**src/rtl/rv_ctrl_pkg.sv**
```systemverilog
// ---------------------------------------------------------------------------
// rv_ctrl_pkg
// Shared definitions for the multicycle RV32I control sequencer:
//   - state_e     : 4-bit sequencer state encoding
//   - OP_*        : RV32I major opcodes recognised by the sequencer
//   - ALUOP_*, RES_*, SRCA_*, SRCB_*, IMM_* : datapath select encodings
// ---------------------------------------------------------------------------
package rv_ctrl_pkg;

  typedef enum logic [3:0] {
    S_FETCH    = 4'd0,
    S_DECODE   = 4'd1,
    S_MEMADR   = 4'd2,
    S_MEMREAD  = 4'd3,
    S_MEMWB    = 4'd4,
    S_MEMWRITE = 4'd5,
    S_EXECUTER = 4'd6,
    S_EXECUTEI = 4'd7,
    S_ALUWB    = 4'd8,
    S_JAL      = 4'd9,
    S_JALR     = 4'd10,
    S_JALR2    = 4'd11,
    S_BEQ      = 4'd12
  } state_e;

  localparam logic [6:0] OP_LOAD   = 7'b0000011;
  localparam logic [6:0] OP_STORE  = 7'b0100011;
  localparam logic [6:0] OP_R      = 7'b0110011;
  localparam logic [6:0] OP_I      = 7'b0010011;
  localparam logic [6:0] OP_JAL    = 7'b1101111;
  localparam logic [6:0] OP_JALR   = 7'b1100111;
  localparam logic [6:0] OP_BRANCH = 7'b1100011;

  localparam logic [1:0] ALUOP_ADD   = 2'b00;
  localparam logic [1:0] ALUOP_SUB   = 2'b01;
  localparam logic [1:0] ALUOP_FUNCT = 2'b10;

  localparam logic [1:0] RES_ALUOUT    = 2'b00;
  localparam logic [1:0] RES_DATA      = 2'b01;
  localparam logic [1:0] RES_ALURESULT = 2'b10;

  localparam logic [1:0] SRCA_PC    = 2'b00;
  localparam logic [1:0] SRCA_OLDPC = 2'b01;
  localparam logic [1:0] SRCA_RS1   = 2'b10;

  localparam logic [1:0] SRCB_RS2  = 2'b00;
  localparam logic [1:0] SRCB_IMM  = 2'b01;
  localparam logic [1:0] SRCB_FOUR = 2'b10;

  localparam logic [1:0] IMM_I = 2'b00;
  localparam logic [1:0] IMM_S = 2'b01;
  localparam logic [1:0] IMM_B = 2'b10;
  localparam logic [1:0] IMM_J = 2'b11;

endpackage

```
**src/rtl/multicycle_control_fsm_imm_src_decoder.sv**
```systemverilog
// ---------------------------------------------------------------------------
// imm_src_decoder
// Pure combinational map from the instruction opcode to the immediate
// format select used by the immediate extender.
// Ports:
//   op      in  [6:0]  opcode field of the instruction register
//   imm_src out [1:0]  00 = I, 01 = S, 10 = B, 11 = J
// ---------------------------------------------------------------------------
module imm_src_decoder
  import rv_ctrl_pkg::*;
(
  input  logic [6:0] op,
  output logic [1:0] imm_src
);

  // Opcode to immediate format; loads, I-ALU, jalr and unknown use I-type
  always_comb begin
    imm_src = IMM_I;
    case (op)
      OP_STORE:  imm_src = IMM_S;
      OP_BRANCH: imm_src = IMM_B;
      OP_JAL:    imm_src = IMM_J;
      default:   imm_src = IMM_I;
    endcase
  end

endmodule

```
**src/rtl/multicycle_control_fsm.sv**
```systemverilog
// ---------------------------------------------------------------------------
// multicycle_control_fsm
// Moore control sequencer for the multicycle RV32I core. A single ALU and a
// unified memory are shared across FETCH / DECODE / EXECUTE / MEM / WB steps;
// this block drives all datapath selects and write enables from its state,
// with memory states stalled by the mem_ready handshake.
// Ports:
//   clk, rst         rising-edge clock, synchronous active-high reset
//   op               opcode from the instruction register
//   zero             ALU zero flag (branch resolution)
//   mem_ready        memory access completes this cycle
//   mem_req          memory access requested this cycle
//   PCWrite          PC enable (PCUpdate | Branch & zero)
//   AdrSrc           memory address select: 0 = PC, 1 = ALUOut
//   MemWrite         data store enable
//   IRWrite          instruction register / OldPC enable
//   RegWrite         register file write enable
//   ResultSrc        00 = ALUOut, 01 = Data, 10 = ALUResult
//   ALUSrcA          00 = PC, 01 = OldPC, 10 = rs1
//   ALUSrcB          00 = rs2, 01 = Imm, 10 = const 4
//   ALUOp            00 = add, 01 = sub/branch, 10 = funct-decoded
//   ImmSrc           00 = I, 01 = S, 10 = B, 11 = J
//   illegal_op       one-cycle pulse in DECODE on an unsupported opcode
// ---------------------------------------------------------------------------
module multicycle_control_fsm
  import rv_ctrl_pkg::*;
#(
  parameter bit MEM_HANDSHAKE = 1'b1,
  parameter int OP_W          = 7
) (
  input  logic            clk,
  input  logic            rst,
  input  logic [OP_W-1:0] op,
  input  logic            zero,
  input  logic            mem_ready,
  output logic            mem_req,
  output logic            PCWrite,
  output logic            AdrSrc,
  output logic            MemWrite,
  output logic            IRWrite,
  output logic            RegWrite,
  output logic [1:0]      ResultSrc,
  output logic [1:0]      ALUSrcA,
  output logic [1:0]      ALUSrcB,
  output logic [1:0]      ALUOp,
  output logic [1:0]      ImmSrc,
  output logic            illegal_op
);

  state_e state_q;
  state_e state_d;
  state_e cur_state;
  logic   rdy;
  logic   pc_update;
  logic   branch;

  // Without the handshake every memory access completes in one cycle
  assign rdy = MEM_HANDSHAKE ? mem_ready : 1'b1;

  // While in reset the outputs present FETCH selects regardless of the
  // stale state register, so the datapath muxes are well defined.
  assign cur_state = rst ? S_FETCH : state_q;

  imm_src_decoder u_imm_src_decoder (
    .op      (op[6:0]),
    .imm_src (ImmSrc)
  );

  // State register with synchronous reset
  always_ff @(posedge clk) begin
    if (rst) begin
      state_q <= S_FETCH;
    end else begin
      state_q <= state_d;
    end
  end

  // Next-state and Moore output decode, gated by rdy in memory states
  always_comb begin
    state_d    = S_FETCH;
    mem_req    = 1'b0;
    AdrSrc     = 1'b0;
    MemWrite   = 1'b0;
    IRWrite    = 1'b0;
    RegWrite   = 1'b0;
    ResultSrc  = RES_ALUOUT;
    ALUSrcA    = SRCA_PC;
    ALUSrcB    = SRCB_RS2;
    ALUOp      = ALUOP_ADD;
    illegal_op = 1'b0;
    pc_update  = 1'b0;
    branch     = 1'b0;
    PCWrite    = 1'b0;

    case (cur_state)
      S_FETCH: begin
        mem_req   = 1'b1;
        ALUSrcB   = SRCB_FOUR;
        ResultSrc = RES_ALURESULT;
        IRWrite   = rdy;
        pc_update = rdy;
        if (rdy) begin
          state_d = S_DECODE;
        end else begin
          state_d = S_FETCH;
        end
      end
      S_DECODE: begin
        // Precompute OldPC + Imm into ALUOut for branch/jal targets
        ALUSrcA = SRCA_OLDPC;
        ALUSrcB = SRCB_IMM;
        case (op[6:0])
          OP_LOAD, OP_STORE: state_d = S_MEMADR;
          OP_R:              state_d = S_EXECUTER;
          OP_I:              state_d = S_EXECUTEI;
          OP_JAL:            state_d = S_JAL;
          OP_JALR:           state_d = S_JALR;
          OP_BRANCH:         state_d = S_BEQ;
          default: begin
            state_d    = S_FETCH;
            illegal_op = 1'b1;
          end
        endcase
      end
      S_MEMADR: begin
        ALUSrcA = SRCA_RS1;
        ALUSrcB = SRCB_IMM;
        if (op[6:0] == OP_LOAD) begin
          state_d = S_MEMREAD;
        end else begin
          state_d = S_MEMWRITE;
        end
      end
      S_MEMREAD: begin
        mem_req = 1'b1;
        AdrSrc  = 1'b1;
        if (rdy) begin
          state_d = S_MEMWB;
        end else begin
          state_d = S_MEMREAD;
        end
      end
      S_MEMWB: begin
        ResultSrc = RES_DATA;
        RegWrite  = 1'b1;
        state_d   = S_FETCH;
      end
      S_MEMWRITE: begin
        mem_req  = 1'b1;
        AdrSrc   = 1'b1;
        MemWrite = rdy;
        if (rdy) begin
          state_d = S_FETCH;
        end else begin
          state_d = S_MEMWRITE;
        end
      end
      S_EXECUTER: begin
        ALUSrcA = SRCA_RS1;
        ALUSrcB = SRCB_RS2;
        ALUOp   = ALUOP_FUNCT;
        state_d = S_ALUWB;
      end
      S_EXECUTEI: begin
        ALUSrcA = SRCA_RS1;
        ALUSrcB = SRCB_IMM;
        ALUOp   = ALUOP_FUNCT;
        state_d = S_ALUWB;
      end
      S_ALUWB: begin
        RegWrite = 1'b1;
        state_d  = S_FETCH;
      end
      S_JAL: begin
        // PC <- ALUOut (target), ALU computes OldPC + 4 for the link
        ALUSrcA   = SRCA_OLDPC;
        ALUSrcB   = SRCB_FOUR;
        pc_update = 1'b1;
        state_d   = S_ALUWB;
      end
      S_JALR: begin
        ALUSrcA = SRCA_RS1;
        ALUSrcB = SRCB_IMM;
        state_d = S_JALR2;
      end
      S_JALR2: begin
        ALUSrcA   = SRCA_OLDPC;
        ALUSrcB   = SRCB_FOUR;
        pc_update = 1'b1;
        state_d   = S_ALUWB;
      end
      S_BEQ: begin
        ALUSrcA = SRCA_RS1;
        ALUSrcB = SRCB_RS2;
        ALUOp   = ALUOP_SUB;
        branch  = 1'b1;
        state_d = S_FETCH;
      end
      default: begin
        // Unreachable encodings: all enables stay at their 0 defaults
        state_d = S_FETCH;
      end
    endcase

    PCWrite = pc_update | (branch & zero);

    // No write enable or request may leak out during a reset cycle
    if (rst) begin
      state_d    = S_FETCH;
      PCWrite    = 1'b0;
      IRWrite    = 1'b0;
      RegWrite   = 1'b0;
      MemWrite   = 1'b0;
      mem_req    = 1'b0;
      illegal_op = 1'b0;
    end else begin
      state_d = state_d;
    end
  end

endmodule

```
**config.mk**
```make
export PLATFORM = sky130hd
export DESIGN_NAME = multicycle_control_fsm
export DESIGN_NICKNAME = d
export VERILOG_FILES = /design/src/rtl/rv_ctrl_pkg.sv /design/src/rtl/multicycle_control_fsm_imm_src_decoder.sv /design/src/rtl/multicycle_control_fsm.sv
export SDC_FILE = /design/constraint.sdc
export NUM_CORES = 1
export LEC_CHECK = 0
export CORE_UTILIZATION = 30
export CTS_CLUSTER_SIZE = 10
export DETAILED_ROUTE_END_ITERATION = 8
export SYNTH_ARGS = -nofsm -noshare
export SYNTH_HDL_FRONTEND = slang
export SYNTH_SLANG_ARGS = --single-unit
```
**constraint.sdc**
```tcl
create_clock -name clk -period 4.5 [get_ports clk]
set_input_delay 0.675 -clock clk [delete_from_list [all_inputs] [get_ports clk]]
set_output_delay 0.675 -clock clk [all_outputs]
set_load 0.01 [all_outputs]
```
==> results by group, run 1 <==
Run status
  • Run status: finished clean

Cells and area
  • Antenna cells: 0
  • Sequential cell area: 80.1 um^2
  • Layout cells sized above 1: 0.0417
  • Finished Core Util: 0.466
  • Largest registers: state_q (4)
  • Most frequent cells in the layout: 27 x clkdlybuf4s50_1, 10 x nor2_1, 9 x nor3_1
  • Layout Nets: 133
  • Max reg flops: 4
  • P&R area growth vs syn: 47.1%
  • Most flop-heavy register: state_q
  • Commonest non-fill, non-tap cell in the layout: clkdlybuf4s50_1
  • FILL cells: 232
  • Area of the multi-input gates: 485 um^2

Clocking
  • # resized after CTS: 0
  • Clk_lat worst skew: 0.24 ns
  • Clk pin slew, worst setup/hold paths: 0.04 ns
  • Post-CTS Setup Bufs: 0
  • Post-CTS Hold Buffers: 0
  • CTS Root Cell: clkbuf_4
  • CTS tree: yes
  • Htree depth: 1
  • Num CTS Buffers: 3
  • Clock sink count: 4
  • CTS Buffer Depth: 2

Placed design
  • Pre-CTS setup slack: 0.972 ns
  • HPWL Detailed: 1270 um
  • IO buf count: 27
  • GP Congestion: 0.783

STA
  • Tcrit/Tclk final: 0.786
  • Unrepaired setup endpoints after global routing: no
  • Setup TNS: 0 ns
  • Clk_skew: 0.00271 ns
  • Worst slew pin tran: 0.629 ns
  • Rel. slew slack: 0.580
  • Setup violators final: 0
  • Final hold violations: 0
  • Min Tclk post-route: 3.54 ns
  • Setup ws final: 0.961 ns
  • Final Max Slew Viols: 0
  • Max Freq: 0.283 GHz

Floorplanning
  • Die width: 47.5 um
  • Initial core utilization: 0.317
  • Core Rows: 16
  • Die Area: 2260 um^2
  • Die Ht: 47.5 um
  • I/O pins: 28
  • Total core area: 1960 um^2

Synthesis
  • Cell taking the most area after synthesis: dfxtp_1
  • Synth Register Bits: 4
  • Post-synth ARST share: 0
  • Post-Syn Instances: 97
  • Synth warn: 0
  • Number of flops mapped to enable cells by yosys: 0
  • Ys flop type: dfxtp_1
  • Synthesized area: 622 um^2
  • Synth top area share: 0.129
  • Netlist cell types: 34
  • Post-synthesis net count: 108
  • Sequential fraction of the synthesis area: 0.129
  • Post-synthesis average cell area: 6.41 um^2
  • Synth area leaders: dfxtp_1 13%, nor3_1 7.2%, nand2b_1 6.0%

Setup path
  • Worst Path Arrival: 2.86 ns
  • Required @ worst endpoint: 3.83 ns
  • Worst reg2reg path startpoint: state_q[0]
  • Crit Path Class: input port to primary output
  • CP Capture Type: primary output
  • End of the critical path: illegal_op
  • Max Fanout on Critical Path: 14
  • CP startpoint: rst
  • R2R Setup Slk: 2.51 ns
  • Worst R2R End: state_q[0]
  • CP startpoint kind: input port
  • Reg2Reg Depth: 4

Global route
  • First-pass GRT wire length: 2640 um
  • Largest net degree at the start of global routing: 22
  • Initial antenna violation count: 0
  • GRT Residual Overflow: 0
  • GRT Total Usage: 0.161
  • Vias in the first global route: 633

Drt
  • DR vias: 754
  • ANT nets after route: 0
  • Vias per cell: 5.13
  • WL final: 1700 um
  • Initial DRC Count: 6
  • DRC viols: 0
  • Routed len/inst: 11.6 um
  • Drt first pass iters: 3

Worst hold path
  • Worst hold path class: flop to flop

Pwr
  • Power Dens Cells: 135 nW/um^2
  • VDD IR-drop max: 0.151 mV
  • Design Power: 0.000123 W
  • Static Leakage: 0.289 nW

Flow run
  • MaxCap Viol Count: 0
-- routing by layer --
metal | share of wire | wire, um | vias to the layer above | global-route usage
li1 | - | - | 402 | -
met1 | 0.46 | 788 | 324 | 0.192
met2 | 0.45 | 758 | 28 | 0.296
met3 | 0.091 | 154 | 0 | 0.0566
met4 | 0 | 0 | 0 | 0
met5 | 0 | 0 | - | 0
-- stage by stage --
step           std cells  hold WS (ns)  cell area (um^2)
2_1_floorplan         97         0.581               622
3_3_place_gp         144         0.809               892
3_5_place_dp         144         0.813               892
4_1_cts              147         0.823               915
5_1_grt              147         0.871               915
6_report             147         0.811               915
-- report_power, final --
part / switching (W) / internal, W / leakage [nW] / total, W
sequential: 0.00000288 / 0.0000363 / 0.0325 / 0.0000392
combinational: 0.0000173 / 0.0000219 / 0.243 / 0.0000392
clock: 0.0000148 / 0.0000298 / 0.0138 / 0.0000446
-- how the worst min path moves through the flow --
| stage | startpoint | endpoint | slack, ns | cells past startpoint |
|---|---|---|---|---|
| after floorplan | state_q[2] | state_q[2] | 0.58 | 2 |
| after detailed placement | state_q[2] | state_q[3] | 0.81 | 2 |
| final | state_q[2] | state_q[3] | 0.81 | 2 |
| after CTS | state_q[2] | state_q[3] | 0.82 | 2 |
| after global routing | state_q[2] | state_q[3] | 0.87 | 2 |
| after global placement | state_q[2] | state_q[3] | 0.81 | 2 |
-- worst max-delay path: stages --
cell and delay (ns):
clkdlybuf4s50_1 0.63, nand2b_1 0.32, or4_1 0.50, nor3_1 0.17, clkdlybuf4s50_1 0.56
-- synth_stat cells, types with 2 or more instances --
cell type,number
nor3_1,9
nor2_1,10
nand2b_1,6
nor2b_1,2
nand3b_1,3
nor4_1,4
or4_1,3
a21oi_1,6
inv_1,6
o21ai_0,2
clkbuf_1,5
mux2i_1,2
nand2_1,6
nand3_1,4
dfxtp_1,4
or3_1,5
xnor2_1,2
a31oi_1,2
-- cell type report --
cell class / count / area share
flip-flops and latches: 4 / 0.0876
inverters: 6 / 0.0246
multi-input cells: 80 / 0.531
repair buffers: 27 / 0.295
clock buffers: 3 / 0.0246
well taps: 27 / 0.0369
-- logic make-up (layout without fill, tap and decap cells) --
group                      Yosys count  count (layout)  synth area share
and+or+nand+nor                     56              56             0.503
adders and majority gates            1               1            0.0161
AOI/OAI and AO/OA                   19              19             0.201
DFF                                  4               4             0.129
buffers and inverters               13              36            0.0905
xor gates and xnor gates             2               2            0.0282
muxes                                2               2            0.0322
Note: power is estimated with default switching activity, not from simulation.
==> run 2: changes to the inputs <==
==> constraint.sdc (replaced) <==
create_clock -name clk -period 3.26 [get_ports clk]
set_input_delay 0.489 -clock clk [delete_from_list [all_inputs] [get_ports clk]]
set_output_delay 0.489 -clock clk [all_outputs]
set_load 0.01 [all_outputs]
==> results by group, run 2 (synthesis results as in run 1) <==
STA
  • Max Freq: 0.345 GHz
  • Worst slew pin tran: 0.662 ns (+0.0330 ns)
  • Setup violators final: 0 (unchanged)
  • Rel. slew slack: 0.558 (-0.0221)
  • Final Max Slew Viols: 0 (unchanged)
  • Tcrit/Tclk final: 0.888
  • Clk_skew: 0.0110 ns (+0.00831 ns)
  • Setup TNS: 0 ns (unchanged)
  • Final hold violations: 0 (unchanged)
  • Min Tclk post-route: 2.90 ns
  • Unrepaired setup endpoints after global routing: no

Global route
  • First-pass GRT wire length: 2790 um (+5.8%)
  • Vias in the first global route: 682 (+7.7%)
  • GRT Total Usage: 0.171 (+0.00951)
  • Initial antenna violation count: 0 (unchanged)
  • Largest net degree at the start of global routing: 22 (unchanged)
  • GRT Residual Overflow: 0 (unchanged)

Floorplanning
  • Core Rows: 16 (unchanged)
  • Initial core utilization: 0.317 (unchanged)
  • Die Ht: 47.5 um (unchanged)
  • Die width: 47.5 um (unchanged)
  • I/O pins: 28 (unchanged)
  • Die Area: 2260 um^2 (unchanged)
  • Total core area: 1960 um^2 (unchanged)

Clocking
  • Post-CTS Hold Buffers: 0 (unchanged)
  • Clk_lat worst skew: 0.24 ns (about the same)
  • Clk pin slew, worst setup/hold paths: 0.04 ns (about the same)
  • CTS Root Cell: clkbuf_4
  • Post-CTS Setup Bufs: 0 (unchanged)
  • Clock sink count: 4 (unchanged)
  • # resized after CTS: 0 (unchanged)
  • CTS Buffer Depth: 2 (unchanged)
  • Htree depth: 1 (unchanged)
  • CTS tree: yes
  • Num CTS Buffers: 3 (unchanged)

Cells and area
  • Most frequent cells in the layout: 27 x clkdlybuf4s50_1, 10 x nor2_1, 9 x nor3_1
  • Largest registers: state_q (4)
  • Antenna cells: 0 (unchanged)
  • Commonest non-fill, non-tap cell in the layout: clkdlybuf4s50_1
  • Max reg flops: 4 (unchanged)
  • Layout cells sized above 1: 0.0574 (+0.0157)
  • Layout Nets: 135 (+1.5%)
  • FILL cells: 212 (-8.6%)
  • Final instance area: 930 um^2 (+1.6%)
  • P&R area growth vs syn: 49.5%
  • Most flop-heavy register: state_q

Placed design
  • GP Congestion: 0.742 (-5.2%)
  • IO buf count: 27 (unchanged)
  • HPWL Detailed: 1310 um (+3.0%)
  • Placed cell areas: 907 um^2 (+1.7%)

Pwr
  • Static Leakage: 0.299 nW (+3.5%)
  • Power Dens Cells: 188 nW/um^2 (+40%)
  • VDD IR-drop max: 0.122 mV (-19%)

Run status
  • Run status: finished clean

Drt
  • Drt first pass iters: 4 (+1)
  • DRC viols: 0 (unchanged)
  • Vias per cell: 5.36 (+4.4%)
  • WL final: 1750 um (+2.8%)
  • Initial DRC Count: 4 (-2)
  • Routed len/inst: 11.7 um (+1.4%)
  • DR vias: 798 (+5.8%)
  • ANT nets after route: 0 (unchanged)

Setup path
  • Worst Path Arrival: 2.41 ns (-0.45 ns)
  • R2R Setup Slk: 1.51 ns (-1.00 ns)
  • Most frequent CP cell: clkdlybuf4s50_1
  • Max Fanout on Critical Path: 9 (-5)
  • Worst-path cell chain: clkdlybuf4s50_1 -> or3_1 -> a2111oi_0 -> clkdlybuf4s50_1
  • Required @ worst endpoint: 2.77 ns (-1.06 ns)
  • CP max-delay cell: clkdlybuf4s50_1
  • CP Capture Type: primary output
  • Delay of the slowest critical-path stage: 0.61 ns (-0.02 ns)
  • CP startpoint kind: input port
  • Crit Path Class: input port to primary output

Worst hold path
  • Worst hold path class: flop to flop

Flow run
  • MaxCap Viol Count: 0 (unchanged)
## run 2: cell types whose count changed in the layout (fill, tap and decap cells not counted), sizes merged
cell	previous run	this run
buf	0	2
## run 2: area by class of cell
| cell class | count | area (um^2) | area share |
|---|---|---|---|
| timing repair buffer | 29 | 285 | 0.307 |
| tap | 27 | 33.8 | 0.0363 |
| inverter | 6 | 22.5 | 0.0242 |
| sequential | 4 | 80.1 | 0.0861 |
| clock buffer | 3 | 22.5 | 0.0242 |
| multi-input combinational | 80 | 485 | 0.522 |
## run 2: worst max-delay path, delay by kind of cell
kind / cells / cell delay [ns]
buffers and inverters: 2 / 1.15
AO/OA/AOI/OAI: 1 / 0.39
AND/OR/NAND/NOR: 1 / 0.38
## run 2: power by group
| part | internal, W | switching (W) | total (W) | leakage (nW) |
|---|---|---|---|---|
| clock | 0.0000414 | 0.0000228 | 0.0000641 | 0.0138 |
| sequential | 0.0000501 | 0.00000104 | 0.0000511 | 0.0325 |
| combinational | 0.0000320 | 0.0000272 | 0.0000592 | 0.253 |
## run 2: path summary, 6_finish.rpt
check | from | to | cells after the start
max | op[2] | ImmSrc[0] | 4
max reg2reg | state_q[2] | state_q[0] | 3
min reg2reg | state_q[0] | state_q[0] | 3
min | state_q[0] | state_q[0] | 3
## run 2: per-stage QoR
step | utilization | power, W | worst slack (ns) | std cells | hold WS [ns]
2_1_floorplan | - | 0.0000804 | 1.14 | 97 | 0.581
3_3_place_gp | 0.462 | 0.000111 | 0.369 | 146 | 0.754
3_5_place_dp | 0.462 | 0.000111 | 0.379 | 146 | 0.726
4_1_cts | 0.474 | 0.000177 | 0.342 | 149 | 0.734
5_1_grt | 0.474 | 0.000187 | 0.271 | 149 | 0.826
6_report | 0.474 | 0.000174 | 0.365 | 149 | 0.733
## run 2: per-layer routing
layer / track usage / wire length (um) / share of wire / up-vias
met1: 0.213 / 800 / 0.46 / 356
met3: 0.0340 / 117 / 0.067 / 0
met2: 0.304 / 830 / 0.47 / 33
met5: 0 / 0 / 0 / -
li1: - / - / - / 409
met4: 0.0333 / 0 / 0 / 0
